## src/rtl/uart_transmit_fifo.sv

```systemverilog
// uart_transmit_fifo
//
// UART transmitter with a small input FIFO. The producer pushes words over a
// valid/ready handshake. Queued words are serialised onto o_tx back-to-back,
// with no idle gap between the stop bit of one frame and the next start bit.
// The frame is: start bit (0), DATA_WIDTH data bits LSB first, an optional
// parity bit, then STOP_BITS stop bits (1). Every bit lasts
// N_CLOCKS = CLOCK_FREQUENCY / BAUD_RATE clock cycles.
//
// Optional feature macro: UART_TX_BREAK_EN
//   When defined, the i_break input is present. i_break holds the line low
//   (a break) once the transmitter is idle. A frame that is already in flight
//   finishes first. When i_break is released, the line is held high for one
//   bit time (the mark) before the next frame may start.
//
// Parameters:
//   CLOCK_FREQUENCY  clock frequency in Hz
//   BAUD_RATE        line rate in bits/s (N_CLOCKS must be >= 2)
//   DATA_WIDTH       data bits per frame, 5..9
//   PARITY           0 = none, 1 = odd, 2 = even
//   STOP_BITS        1 or 2
//   FIFO_DEPTH       input FIFO entries, power of two, >= 2
//
// Ports:
//   i_clock       system clock
//   i_reset       synchronous, active-high reset
//   i_data        word to transmit
//   i_data_valid  producer has a word
//   i_break       (UART_TX_BREAK_EN only) request a line break
//   o_data_ready  FIFO can accept a word
//   o_tx          serial line, idle high
//   o_busy        frame, break or mark in progress, or FIFO non-empty
//   o_fifo_count  words currently queued, 0..FIFO_DEPTH

module uart_transmit_fifo #(
  parameter int CLOCK_FREQUENCY = 100000000,
  parameter int BAUD_RATE       = 115200,
  parameter int DATA_WIDTH      = 8,
  parameter int PARITY          = 0,
  parameter int STOP_BITS       = 1,
  parameter int FIFO_DEPTH      = 4
) (
  input  logic                          i_clock,
  input  logic                          i_reset,
  input  logic [DATA_WIDTH-1:0]         i_data,
  input  logic                          i_data_valid,
`ifdef UART_TX_BREAK_EN
  input  logic                          i_break,
`endif
  output logic                          o_data_ready,
  output logic                          o_tx,
  output logic                          o_busy,
  output logic [$clog2(FIFO_DEPTH):0]   o_fifo_count
);

  localparam int N_CLOCKS   = CLOCK_FREQUENCY / BAUD_RATE;
  localparam int PARITY_EN  = (PARITY != 0) ? 1 : 0;
  localparam int FRAME_BITS = 1 + DATA_WIDTH + PARITY_EN + STOP_BITS;
  localparam int PTR_W      = $clog2(FIFO_DEPTH);
  localparam int CNT_W      = PTR_W + 1;
  // Keep the sample counter at least one bit wide even for an illegal
  // N_CLOCKS, so that only the $error below reports the problem.
  localparam int SAMPLE_W   = (N_CLOCKS >= 2) ? $clog2(N_CLOCKS) : 1;
  localparam int BIT_W      = $clog2(FRAME_BITS);

  localparam logic [SAMPLE_W-1:0] SAMPLE_LAST = SAMPLE_W'(N_CLOCKS - 1);
  localparam logic [BIT_W-1:0]    BIT_LAST    = BIT_W'(FRAME_BITS - 1);
  localparam logic [CNT_W-1:0]    COUNT_FULL  = CNT_W'(FIFO_DEPTH);

  // Elaboration-time parameter checks.
  generate
    if (N_CLOCKS < 2) begin : g_bad_baud
      $error("uart_transmit_fifo: CLOCK_FREQUENCY / BAUD_RATE must be >= 2");
    end
    if (DATA_WIDTH < 5 || DATA_WIDTH > 9) begin : g_bad_width
      $error("uart_transmit_fifo: DATA_WIDTH must be 5..9");
    end
    if (PARITY < 0 || PARITY > 2) begin : g_bad_parity
      $error("uart_transmit_fifo: PARITY must be 0, 1 or 2");
    end
    if (STOP_BITS != 1 && STOP_BITS != 2) begin : g_bad_stop
      $error("uart_transmit_fifo: STOP_BITS must be 1 or 2");
    end
    if (FIFO_DEPTH < 2 || (FIFO_DEPTH & (FIFO_DEPTH - 1)) != 0) begin : g_bad_depth
      $error("uart_transmit_fifo: FIFO_DEPTH must be a power of two >= 2");
    end
  endgenerate

  typedef enum logic [1:0] {
    IDLE,
    SEND
`ifdef UART_TX_BREAK_EN
    ,
    BREAK,
    MARK
`endif
  } state_t;

  state_t                  state;
  logic [FRAME_BITS-1:0]   shift_reg;
  logic [SAMPLE_W-1:0]     sample_cnt;
  logic [BIT_W-1:0]        bit_cnt;

  logic [DATA_WIDTH-1:0]   fifo_mem [FIFO_DEPTH];
  logic [PTR_W-1:0]        wr_ptr;
  logic [PTR_W-1:0]        rd_ptr;
  logic [CNT_W-1:0]        fifo_count;

  logic                    push;
  logic                    pop;
  logic                    sample_last;
  logic                    launch_ok;
  logic                    break_req;

  // Full frame image, LSB is sent first. Bits above the data and parity
  // default to 1, which makes up the stop bits.
  function automatic logic [FRAME_BITS-1:0] build_frame(input logic [DATA_WIDTH-1:0] d);
    logic [FRAME_BITS-1:0] f;
    f = '1;
    f[0] = 1'b0;
    f[DATA_WIDTH:1] = d;
    if (PARITY == 1) begin
      f[DATA_WIDTH+1] = ~(^d);
    end else if (PARITY == 2) begin
      f[DATA_WIDTH+1] = ^d;
    end
    return f;
  endfunction

`ifdef UART_TX_BREAK_EN
  assign break_req = i_break;
`else
  assign break_req = 1'b0;
`endif

  assign o_data_ready = (fifo_count != COUNT_FULL);
  assign push         = i_data_valid && o_data_ready;
  assign sample_last  = (sample_cnt == SAMPLE_LAST);

  // A new frame may be launched from idle, on the last cycle of the final
  // stop bit (back-to-back frames), or at the end of the post-break mark.
  always_comb begin
    launch_ok = 1'b0;
    case (state)
      IDLE:    launch_ok = 1'b1;
      SEND:    launch_ok = sample_last && (bit_cnt == '0);
`ifdef UART_TX_BREAK_EN
      MARK:    launch_ok = sample_last;
`endif
      default: launch_ok = 1'b0;
    endcase
  end

  assign pop = launch_ok && !break_req && (fifo_count != '0);

  // Storage is not reset: the pointers and the count define what is valid.
  always_ff @(posedge i_clock) begin
    if (push) begin
      fifo_mem[wr_ptr] <= i_data;
    end
  end

  // Pointers wrap naturally because FIFO_DEPTH is a power of two. The count
  // tells full from empty.
  always_ff @(posedge i_clock) begin
    if (i_reset) begin
      wr_ptr     <= '0;
      rd_ptr     <= '0;
      fifo_count <= '0;
    end else begin
      if (push) begin
        wr_ptr <= wr_ptr + PTR_W'(1);
      end
      if (pop) begin
        rd_ptr <= rd_ptr + PTR_W'(1);
      end
      if (push && !pop) begin
        fifo_count <= fifo_count + CNT_W'(1);
      end else if (pop && !push) begin
        fifo_count <= fifo_count - CNT_W'(1);
      end
    end
  end

  // Transmit FSM. The line is always shift_reg[0]. The register holds all
  // ones when idle or in a mark, and all zeros during a break.
  always_ff @(posedge i_clock) begin
    if (i_reset) begin
      state      <= IDLE;
      shift_reg  <= '1;
      sample_cnt <= '0;
      bit_cnt    <= '0;
    end else if (launch_ok) begin
`ifdef UART_TX_BREAK_EN
      if (break_req) begin
        state      <= BREAK;
        shift_reg  <= '0;
        sample_cnt <= '0;
      end else
`endif
      if (pop) begin
        state      <= SEND;
        shift_reg  <= build_frame(fifo_mem[rd_ptr]);
        sample_cnt <= '0;
        bit_cnt    <= BIT_LAST;
      end else begin
        state      <= IDLE;
        shift_reg  <= '1;
        sample_cnt <= '0;
      end
    end else begin
      case (state)
        SEND: begin
          if (sample_last) begin
            sample_cnt <= '0;
            shift_reg  <= {1'b1, shift_reg[FRAME_BITS-1:1]};
            bit_cnt    <= bit_cnt - BIT_W'(1);
          end else begin
            sample_cnt <= sample_cnt + SAMPLE_W'(1);
          end
        end
`ifdef UART_TX_BREAK_EN
        BREAK: begin
          if (!i_break) begin
            state      <= MARK;
            shift_reg  <= '1;
            sample_cnt <= '0;
          end
        end
        MARK: begin
          sample_cnt <= sample_cnt + SAMPLE_W'(1);
        end
`endif
        default: begin
        end
      endcase
    end
  end

  assign o_tx         = shift_reg[0];
  assign o_busy       = (state != IDLE) || (fifo_count != '0);
  assign o_fifo_count = fifo_count;

endmodule

```

## config.mk

```make
export PLATFORM = sky130hd
export DESIGN_NAME = uart_transmit_fifo
export DESIGN_NICKNAME = d
export VERILOG_FILES = /design/src/rtl/uart_transmit_fifo.sv
export SDC_FILE = /design/constraint.sdc
export NUM_CORES = 1
export LEC_CHECK = 0
export ABC_CLOCK_PERIOD_IN_PS = 3800
export CORE_MARGIN = 5
export CORE_UTILIZATION = 53
export CTS_CLUSTER_SIZE = 24
export DETAILED_ROUTE_END_ITERATION = 6
export HOLD_SLACK_MARGIN = 0.02
export PLACE_DENSITY = 0.73
export SLEW_MARGIN = 20
export SYNTH_ARGS = -nofsm -noshare
export SYNTH_HDL_FRONTEND = slang
export SYNTH_SLANG_ARGS = --single-unit
```

## constraint.sdc

```tcl
create_clock -name i_clock -period 3.8 [get_ports i_clock]
set_clock_uncertainty 0.1 [all_clocks]
set_input_delay 0.38 -clock i_clock [delete_from_list [all_inputs] [get_ports i_clock]]
set_output_delay 0.38 -clock i_clock [all_outputs]
set_load 0.005 [all_outputs]
```

==> run metrics, run 1 <==
syn_area_per_cell=12.3 um2; Most Frequent Cell on Critical Path=inv_1; Yosys top cell area share=34.4%; EDFF count, synth=32; clock root cell=clkbuf_8; initial antenna violation count=0; count leader, synth=dfxtp_1; vias in the first global route=1733; post-cts resize count=0; GP Congestion=0.739; clk sinks=65; CP max-delay cell=dfxtp_1; Final Non-Filler Cells=322; Startpoint Class=flop; Tmin final=2.83 ns; Syn. warnings=0; Post-CTS Setup Bufs=0; clk slew on worst S/H paths=0.07 ns; leading post-synthesis cells by cell area=edfxtp_1, dfxtp_1, mux4_2, ha_1, nor2_1; 1st-iter DRT viols=104; CTS Hold Buffers Added=0; total number of vias=1784; largest net degree at the start of global routing=24; die width=82.6 um; Max Slew Vio Count=0; nets=267; buffers plus inverters on the worst setup path=3; CTS tree=done; All-Layer GR Usage=16.5%; cell count after placement=306; Mapped Area=2800 um2; synthesized flop and latch total=65; total I/O pin count=17; Hold Path Origin=shift_reg[1]; Power Dens Cells=637 nW/um2; synthesis-to-finish area growth=13.2%; share of cells above drive strength 1=13.9%; Worst path top cell family by delay=adder cells; CP required=3.95 ns; Slew @ Worst Pin=0.866 ns; peak supply drop=313 uV; die height=82.6 um; Syn Inst Count=227; RSZ-0062 raised after global routing=no; worst endpoint data arrival time=2.98 ns; final period utilization=74.5%; Detailed Routing Iterations Pass 1=4; syn_nets=247; routed len/inst=14.9 um; fmax=353 MHz; Slew headroom=42.1%; max FFs per register=32; later-pin clock latency in the skew report=0.34 ns; Post-Route WL=4.79 mm; Primary FF master, synth=dfxtp_1; Starting Density=54.7%; sequential cell area fraction in the yosys report=58.0%; Min-Delay Path Class=flop to flop; core footprint=5110 um2; Post-DP HPWL=3.35 mm; setup TNS=0 ns; Num CTS Buffers=9; first-pass GRT wire length=8.01 mm; port bufs=16; FILL cells=423; CP startpoint=bit_cnt[0]; CP endpoint kind=flop; total of max-cap violations=0; DRC=0; Post-synth top cells=dfxtp_1, edfxtp_1, nor2_1, nand2_1, o21ai_0; n_diodes=0; post-route ant nets=0; async set-reset flop share out of synthesis=0%; CP Class=flop to flop; worst-path maximum fanout=12; status=finished, final reports clean; CP peak stage delay=0.38 ns; Netlist cell types=44; GR Overflow Total=0; Worst R2R Start=bit_cnt[0]; clk buf depth=2; final hold violations=0; # setup viols final=0; die area=6830 um2; H-Tree Level Count=3; Cell Chain, Critical Path=inv_1 > ha_1 > nor3b_1 > a41o_2 > and2_4 > inv_1 > ha_1 > inv_1 > fa_1 > xor2_1 > or3_1 > a21oi_1; Leak=1.08 nW; cell taking the most area after synthesis=edfxtp_1; Via density=5.54; Row Count=26
## worst paths after layout
kind / to / slack (ns) / depth (start not counted)
worst max register to register: o_fifo_count[2] / 0.97 / 12
worst min register to register: shift_reg[1] / 0.37 / 2
worst max-delay path: o_fifo_count[2] / 0.97 / 12
worst min-delay path: shift_reg[1] / 0.37 / 2
## tightest hold or removal path: stages, from the launching register on
cell and delay [ns]:
dfxtp_1 0.32, nand2_1 0.05, nand3_1 0.07
## power by group
part | total, W | internal [W] | switching, W | leakage (nW)
Sequential | 0.000963 | 0.000856 | 0.000107 | 0.564
Clock | 0.000505 | 0.000241 | 0.000264 | 0.0801
Combinational | 0.000550 | 0.000276 | 0.000274 | 0.437
## kinds of logic after synthesis
group	Yosys count	share of synthesized area, %
AOI/OAI and AO/OA	39	9.45
xor gates and xnor gates	9	2.82
adders and majority gates	9	4.30
buffers and inverters	18	3.40
DFF	65	58.0
muxes	12	7.88
and+or+nand+nor	75	14.1
## routing by layer
metal	track usage, %	part of all wire, %	routed length (um)	up-vias
li1	-	-	-	879
met1	18.9	45	2170	867
met2	26.8	49	2360	34
met3	7.38	4.2	199	4
met4	6.86	1.1	55	0
met5	0	0	0	-
## metrics by stage
stage / hold slack (ns) / setup WS (ns) / utilization (%) / instance area [um2] / power (W)
2_1_floorplan: 0.330 / 1.22 / - / 2800 / 0.00136
3_3_place_gp: 0.349 / 1.04 / 58.6 / 2990 / 0.00152
3_5_place_dp: 0.355 / 0.976 / 58.6 / 2990 / 0.00153
4_1_cts: 0.372 / 0.963 / 62.0 / 3170 / 0.00204
5_1_grt: 0.391 / 0.835 / 62.0 / 3170 / 0.00215
6_report: 0.366 / 0.969 / 62.0 / 3170 / 0.00202
## layout by cell type (no fill, tap or decap), types with 2 or more instances in the layout
cell             instances
or3_1                    4
a31oi_1                 10
nand3_1                 11
clkbuf_1                 2
nor4_1                   2
nand2b_1                 2
clkdlybuf4s50_1         16
mux2i_1                  4
nor3_1                   3
mux4_2                   8
xor2_1                   5
clkinv_4                 2
inv_1                   10
nor2_1                  18
and3_1                   2
dfxtp_1                 33
nand4_1                  4
clkinvlp_4               2
and2_1                   6
edfxtp_1                32
nand2_1                 15
xnor2_1                  4
a21oi_1                  6
a41o_2                   2
clkbuf_8                 9
o21ai_0                 12
ha_1                     8
## cell type report
class	instances	area, um2	share of cell area, %
Clock buffer	11	131	4.15
Clock inverter	5	41.3	1.30
Inverter	10	37.5	1.19
Multi-Input combinational cell	144	1080	34.1
Sequential cell	65	1620	51.2
Tap cell	70	87.6	2.77
Timing Repair Buffer	17	168	5.30
Note: power is estimated with default switching activity, not from simulation.
==> run 2: changes to the inputs <==
--- a/config.mk
+++ b/config.mk
@@ -5,13 +5,13 @@
 export SDC_FILE = /design/constraint.sdc
 export NUM_CORES = 1
 export LEC_CHECK = 0
-export ABC_CLOCK_PERIOD_IN_PS = 3800
+export ABC_CLOCK_PERIOD_IN_PS = 2540
 export CORE_MARGIN = 5
 export CORE_UTILIZATION = 53
 export CTS_CLUSTER_SIZE = 24
 export DETAILED_ROUTE_END_ITERATION = 6
 export HOLD_SLACK_MARGIN = 0.02
-export PLACE_DENSITY = 0.73
+export PLACE_DENSITY = 0.76
 export SLEW_MARGIN = 20
 export SYNTH_ARGS = -nofsm -noshare
 export SYNTH_HDL_FRONTEND = slang
==> constraint.sdc (replaced) <==
create_clock -name i_clock -period 2.54 [get_ports i_clock]
set_clock_uncertainty 0.1 [all_clocks]
set_input_delay 0.254 -clock i_clock [delete_from_list [all_inputs] [get_ports i_clock]]
set_output_delay 0.254 -clock i_clock [all_outputs]
set_load 0.005 [all_outputs]
==> run 2 against run 1 <==
  * Sequential power is 46% higher
  * Maximum frequency is 15% higher
  * Sequential share of layout area is 2.9 points lower
  * Utilization is 4.0 points higher
  * Global-route usage is 1.5 points higher
==> run metrics, run 2 (synthesis results as in run 1) <==
Post-CTS Setup Bufs=0 (unchanged); n_diodes=0 (unchanged); clk buf depth=2 (unchanged); total of max-cap violations=0 (unchanged); post-route ant nets=0 (unchanged); Power Dens Cells=995 nW/um2 (+56%); Slew @ Worst Pin=0.548 ns (-0.318 ns); setup TNS=0 ns (unchanged); # setup viols final=0 (unchanged); nets=285 (+6.7%); most common cell after layout, fill and taps aside=edfxtp_1; Startpoint Class=flop; buffers plus inverters on the worst setup path=2 (-1); Max Slew Vio Count=0 (unchanged); Detailed Routing Iterations Pass 1=4 (unchanged); CP Class=flop to flop; GR Overflow Total=0 (unchanged); Leak=1.20 nW (+11%); GP Congestion=0.779 (+5.4%); routed len/inst=15.4 um (+3.5%); Worst path top cell family by delay=simple AND/OR/NAND/NOR gates; Placed Area=3140 um2 (+4.8%); Cell Chain, Critical Path=ha_2 > and4b_4 > a41o_2 > and2_4 > inv_4 > ha_4 > inv_1 > fa_2 > xor2_1 > or3_1 > a21oi_1; largest net degree at the start of global routing=16 (-33%); pre-CTS setup slack=-0.0198 ns (-0.996 ns); first-pass GRT wire length=8.85 mm (+11%); die area=6830 um2 (unchanged); 1st-iter DRT viols=108 (+3.8%); Post-DP HPWL=3.59 mm (+7.5%); worst-path maximum fanout=4 (-8); max FFs per register=32 (unchanged); Slew headroom=63.4% (+21 points); CP max-delay cell=dfxtp_2; Num CTS Buffers=9 (unchanged); final instance area=3370 um2 (+6.4%); CP required=2.72 ns (-1.23 ns); CP peak stage delay=0.34 ns (-0.04 ns); Row Count=26 (unchanged); Post-Route WL=5.24 mm (+9.3%); H-Tree Level Count=3 (unchanged); CTS Hold Buffers Added=0 (unchanged); synthesis-to-finish area growth=20.5%; Final WS setup=0.0752 ns (-0.894 ns); DRC=0 (unchanged); initial antenna violation count=0 (unchanged); share of cells above drive strength 1=24.1% (+10 points); fmax=406 MHz (+15%); Starting Density=54.7% (unchanged); clk sinks=65 (unchanged); final hold violations=0 (unchanged); clk slew on worst S/H paths=0.08 ns (about the same); peak supply drop=542 uV (+73%); die width=82.6 um (unchanged); Min-Delay Path Class=flop to flop; core footprint=5110 um2 (unchanged); CP endpoint kind=flop; FILL cells=386 (-8.7%); port bufs=16 (unchanged); status=finished, final reports clean; die height=82.6 um (unchanged); Tmin final=2.46 ns (-0.366 ns); total I/O pin count=17 (unchanged); later-pin clock latency in the skew report=0.35 ns (about the same); total power=0.00335 W (+66%); CTS tree=done; most frequent cells in the layout=edfxtp_1, dfxtp_1, buf_4, nor2_1, clkdlybuf4s50_1; worst endpoint data arrival time=2.65 ns (-0.33 ns); clock root cell=clkbuf_8; final period utilization=97.0% (+23 points); Via density=5.45 (-1.7%); vias in the first global route=1879 (+8.4%); total number of vias=1852 (+3.8%); All-Layer GR Usage=18.0% (+1.5 points)
[run 2: changes by cell type in the layout (fill, tap and decap cells not counted), sizes merged]
cell / change
inv: +3
bufinv: +1
clkinvlp: -1
clkbuf: -2
clkinv: -1
buf: +18
[run 2: worst min-delay path: stages (launching register included)]
cell and delay [ns]:
dfxtp_1 0.33, nand2_1 0.05, nand3_1 0.07
[run 2: area by class of cell]
type	instances	area, um2	area share, %
timing repair buffer	35	303	8.99
tap	70	87.6	2.60
multi-input combinational	144	1100	32.8
sequential	65	1630	48.3
clock inverter	7	83.8	2.49
inverter	10	40.0	1.19
clock buffer	9	124	3.68
[run 2: through the flow]
stage / util [%] / cells / hold WS [ns]
final: 65.9 / 340 / 0.380
after global routing: 65.9 / 340 / 0.400
after CTS: 65.7 / 340 / 0.382
after detailed placement: 61.4 / 324 / 0.359
after global placement: 61.4 / 324 / 0.345
after floorplan: - / 227 / 0.253
[run 2: final timing paths]
kind	from	to	slack [ns]	cells after the start
max	sample_cnt[1]	o_fifo_count[2]	0.08	11
min	shift_reg[7]	shift_reg[7]	0.38	2
max reg2reg	sample_cnt[1]	o_fifo_count[2]	0.08	11
min reg2reg	shift_reg[7]	shift_reg[7]	0.38	2
[run 2: power breakdown]
part | internal (W) | total (W) | leakage (nW) | switching (W)
Combinational | 0.000524 | 0.00103 | 0.527 | 0.000503
Clock | 0.000471 | 0.000916 | 0.103 | 0.000444
Sequential | 0.00128 | 0.00141 | 0.566 | 0.000127
[run 2: metal layers]
metal / wire, um / GRT usage, % / vias up
met3: 213 / 7.27 / 6
met4: 38 / 5.72 / 0
met2: 2650 / 30.1 / 39
li1: - / - / 911
met1: 2330 / 21.1 / 896
met5: 0 / 0 / -
[run 2: repair_timing]
item / 4_1_cts / 5_1_grt
setup endpoints to repair: 1 / 1
resized for setup: 3 / 5
pin swaps: 0 / 2
cloned: 0 / 0
==> run 3: changes to the inputs <==
--- a/config.mk
+++ b/config.mk
@@ -11,7 +11,7 @@
 export CTS_CLUSTER_SIZE = 24
 export DETAILED_ROUTE_END_ITERATION = 6
 export HOLD_SLACK_MARGIN = 0.02
-export PLACE_DENSITY = 0.76
+export PLACE_DENSITY = 0.86
 export SLEW_MARGIN = 20
 export SYNTH_ARGS = -nofsm -noshare
 export SYNTH_HDL_FRONTEND = slang
==> run 3 against run 2 <==
  * Via count grew 1.1%
  * Critical endpoint unchanged
  * Global-route usage grew 0.25 points
  * Clock-buffer cell count is the same
  * Largest cell class unchanged
  * Critical path type unchanged
  * Non-clock buffer count grew 3
==> run metrics, run 3 (synthesis results as in run 1) <==
vias in the first global route=1843 (-1.9%); Post-DP HPWL=3.57 mm (-0.68%); post-route ant nets=0 (unchanged); All-Layer GR Usage=18.2% (+0.25 points); fmax=398 MHz (-1.9%); final instance area=3410 um2 (+1.2%); sequential power share=41.5% (-0.5 points); CP max-delay cell=fa_2; # setup viols final=0 (unchanged); buffers plus inverters on the worst setup path=3 (+1); FILL cells=380 (-1.6%); Placed Area=3130 um2 (-0.24%); Sw Ratio=32.1% (+0.074 points); initial antenna violation count=0 (unchanged); nets=288 (+1.1%); DRC=0 (unchanged); CP Class=flop to flop; clock root cell=clkbuf_8; CP peak stage delay=0.37 ns (+0.03 ns); total of max-cap violations=0 (unchanged); GP Congestion=0.803 (+3.0%); GR Overflow Total=0 (unchanged); clk sinks=65 (unchanged); CTS Hold Buffers Added=0 (unchanged); first-pass GRT wire length=8.80 mm (-0.62%); share of cells above drive strength 1=25.6% (+1.6 points); worst endpoint data arrival time=2.69 ns (+0.04 ns); clk buf depth=2 (unchanged); share of power burned in the clock network=27.1% (-0.2 points); Post-Route WL=5.45 mm (+4.1%); Slew @ Worst Pin=0.590 ns (+0.0423 ns); max FFs per register=32 (unchanged); status=finished, final reports clean; synthesis-to-finish area growth=21.9%; Row Count=26 (unchanged); Num CTS Buffers=9 (unchanged); Worst path top cell family by delay=adder cells; Power Dens Cells=999 nW/um2 (+0.40%); CP endpoint kind=flop; combinational share of power=31.5% (+0.9 points); largest net degree at the start of global routing=15 (-1); worst-path maximum fanout=2 (-2); most common cell after layout, fill and taps aside=edfxtp_1; worst reg2reg setup slack=0.03 ns (-0.05 ns); Starting Density=54.7% (unchanged); Via density=5.46 (+0.20%); Min-Delay Path Class=flop to flop; die width=82.6 um (unchanged); Startpoint Class=flop; die height=82.6 um (unchanged); Tmin final=2.51 ns (+0.0484 ns); final period utilization=98.9% (+1.9 points); peak supply drop=565 uV (+4.2%); Cell Chain, Critical Path=inv_1 > ha_2 > nor3b_2 > a41o_2 > and2_4 > inv_4 > ha_4 > inv_2 > fa_2 > xor2_2 > or3_1 > a21oi_1; H-Tree Level Count=3 (unchanged); CTS tree=done; 1st-iter DRT viols=197 (+82%); routed len/inst=15.9 um (+3.2%); RSZ-0062 raised after global routing=yes; CP required=2.72 ns (about the same); later-pin clock latency in the skew report=0.35 ns (about the same); most frequent cells in the layout=edfxtp_1, dfxtp_1, buf_4, nor2_1, clkdlybuf4s50_1; clk slew on worst S/H paths=0.08 ns (about the same); total I/O pin count=17 (unchanged); Leak=1.21 nW (+1.3%); die area=6830 um2 (unchanged); Detailed Routing Iterations Pass 1=5 (+1); Psw=0.00109 W (+1.8%); P_int=0.00231 W (+1.5%); Finished Core Util=66.7% (+0.78 points); core footprint=5110 um2 (unchanged); total number of vias=1872 (+1.1%); port bufs=16 (unchanged); Slew headroom=60.6% (-2.8 points); final hold violations=0 (unchanged); Max Slew Vio Count=0 (unchanged); n_diodes=0 (unchanged)
run 3: through the flow:
step           TNS, ns  hold slack (ns)  power [W]  setup WS (ns)  cells
2_1_floorplan        0            0.253    0.00204         0.0372    227
5_1_grt        -0.0734            0.390    0.00362        -0.0734    343
6_report             0            0.370    0.00340         0.0268    343
4_1_cts              0            0.372    0.00335        0.00604    341
3_5_place_dp   -0.0553            0.356    0.00241        -0.0553    323
3_3_place_gp         0            0.343    0.00238         0.0508    323
run 3: path summary, 6_finish.rpt:
path | from | end | cells after the start
worst max register to register | bit_cnt[0] | o_fifo_count[2] | 12
worst min register to register | shift_reg[1] | shift_reg[1] | 2
worst max-delay path | bit_cnt[0] | o_fifo_count[2] | 12
worst min-delay path | shift_reg[1] | shift_reg[1] | 2
run 3: power by group through the flow:
stage | registers [W] | logic, W | clock network [W]
final | 0.00141 | 0.00107 | 0.000921
after global routing | 0.00144 | 0.00119 | 0.000990
after CTS | 0.00141 | 0.00101 | 0.000936
after detailed placement | 0.00143 | 0.000977 | 0
after global placement | 0.00142 | 0.000954 | 0
after floorplan | 0.00139 | 0.000645 | 0
run 3: what timing repair did:
item / CTS / global route
setup endpoints to repair: 1 / 1
pin swaps: 1 / 4
gates resized for setup: 1 / 10
gates cloned: 0 / 0
setup buffers: 2 / 2
endpoints found under the hold margin: 0 / 0
run 3: layout make-up:
| type | instances | area [um2] | share of cell area [%] |
|---|---|---|---|
| Inverter | 10 | 40.0 | 1.17 |
| Sequential cell | 65 | 1630 | 47.7 |
| Tap cell | 70 | 87.6 | 2.57 |
| Multi-Input combinational cell | 144 | 1120 | 32.9 |
| Clock inverter | 7 | 83.8 | 2.46 |
| Clock buffer | 9 | 124 | 3.63 |
| Timing Repair Buffer | 38 | 325 | 9.54 |
run 3: worst min-delay path: stages (launching register included):
cell     delay, ns
dfxtp_1       0.32
nand2_1       0.05
nand3_1       0.07
run 3: metal layers:
metal  wire length [um]  vias to the layer above  GRT usage (%)
met2               2870                       48           30.8
met1               2250                      897           20.6
met3                237                        8           7.27
met4                 89                        0           7.35
met5                  0                        -              0
li1                   -                      919              -
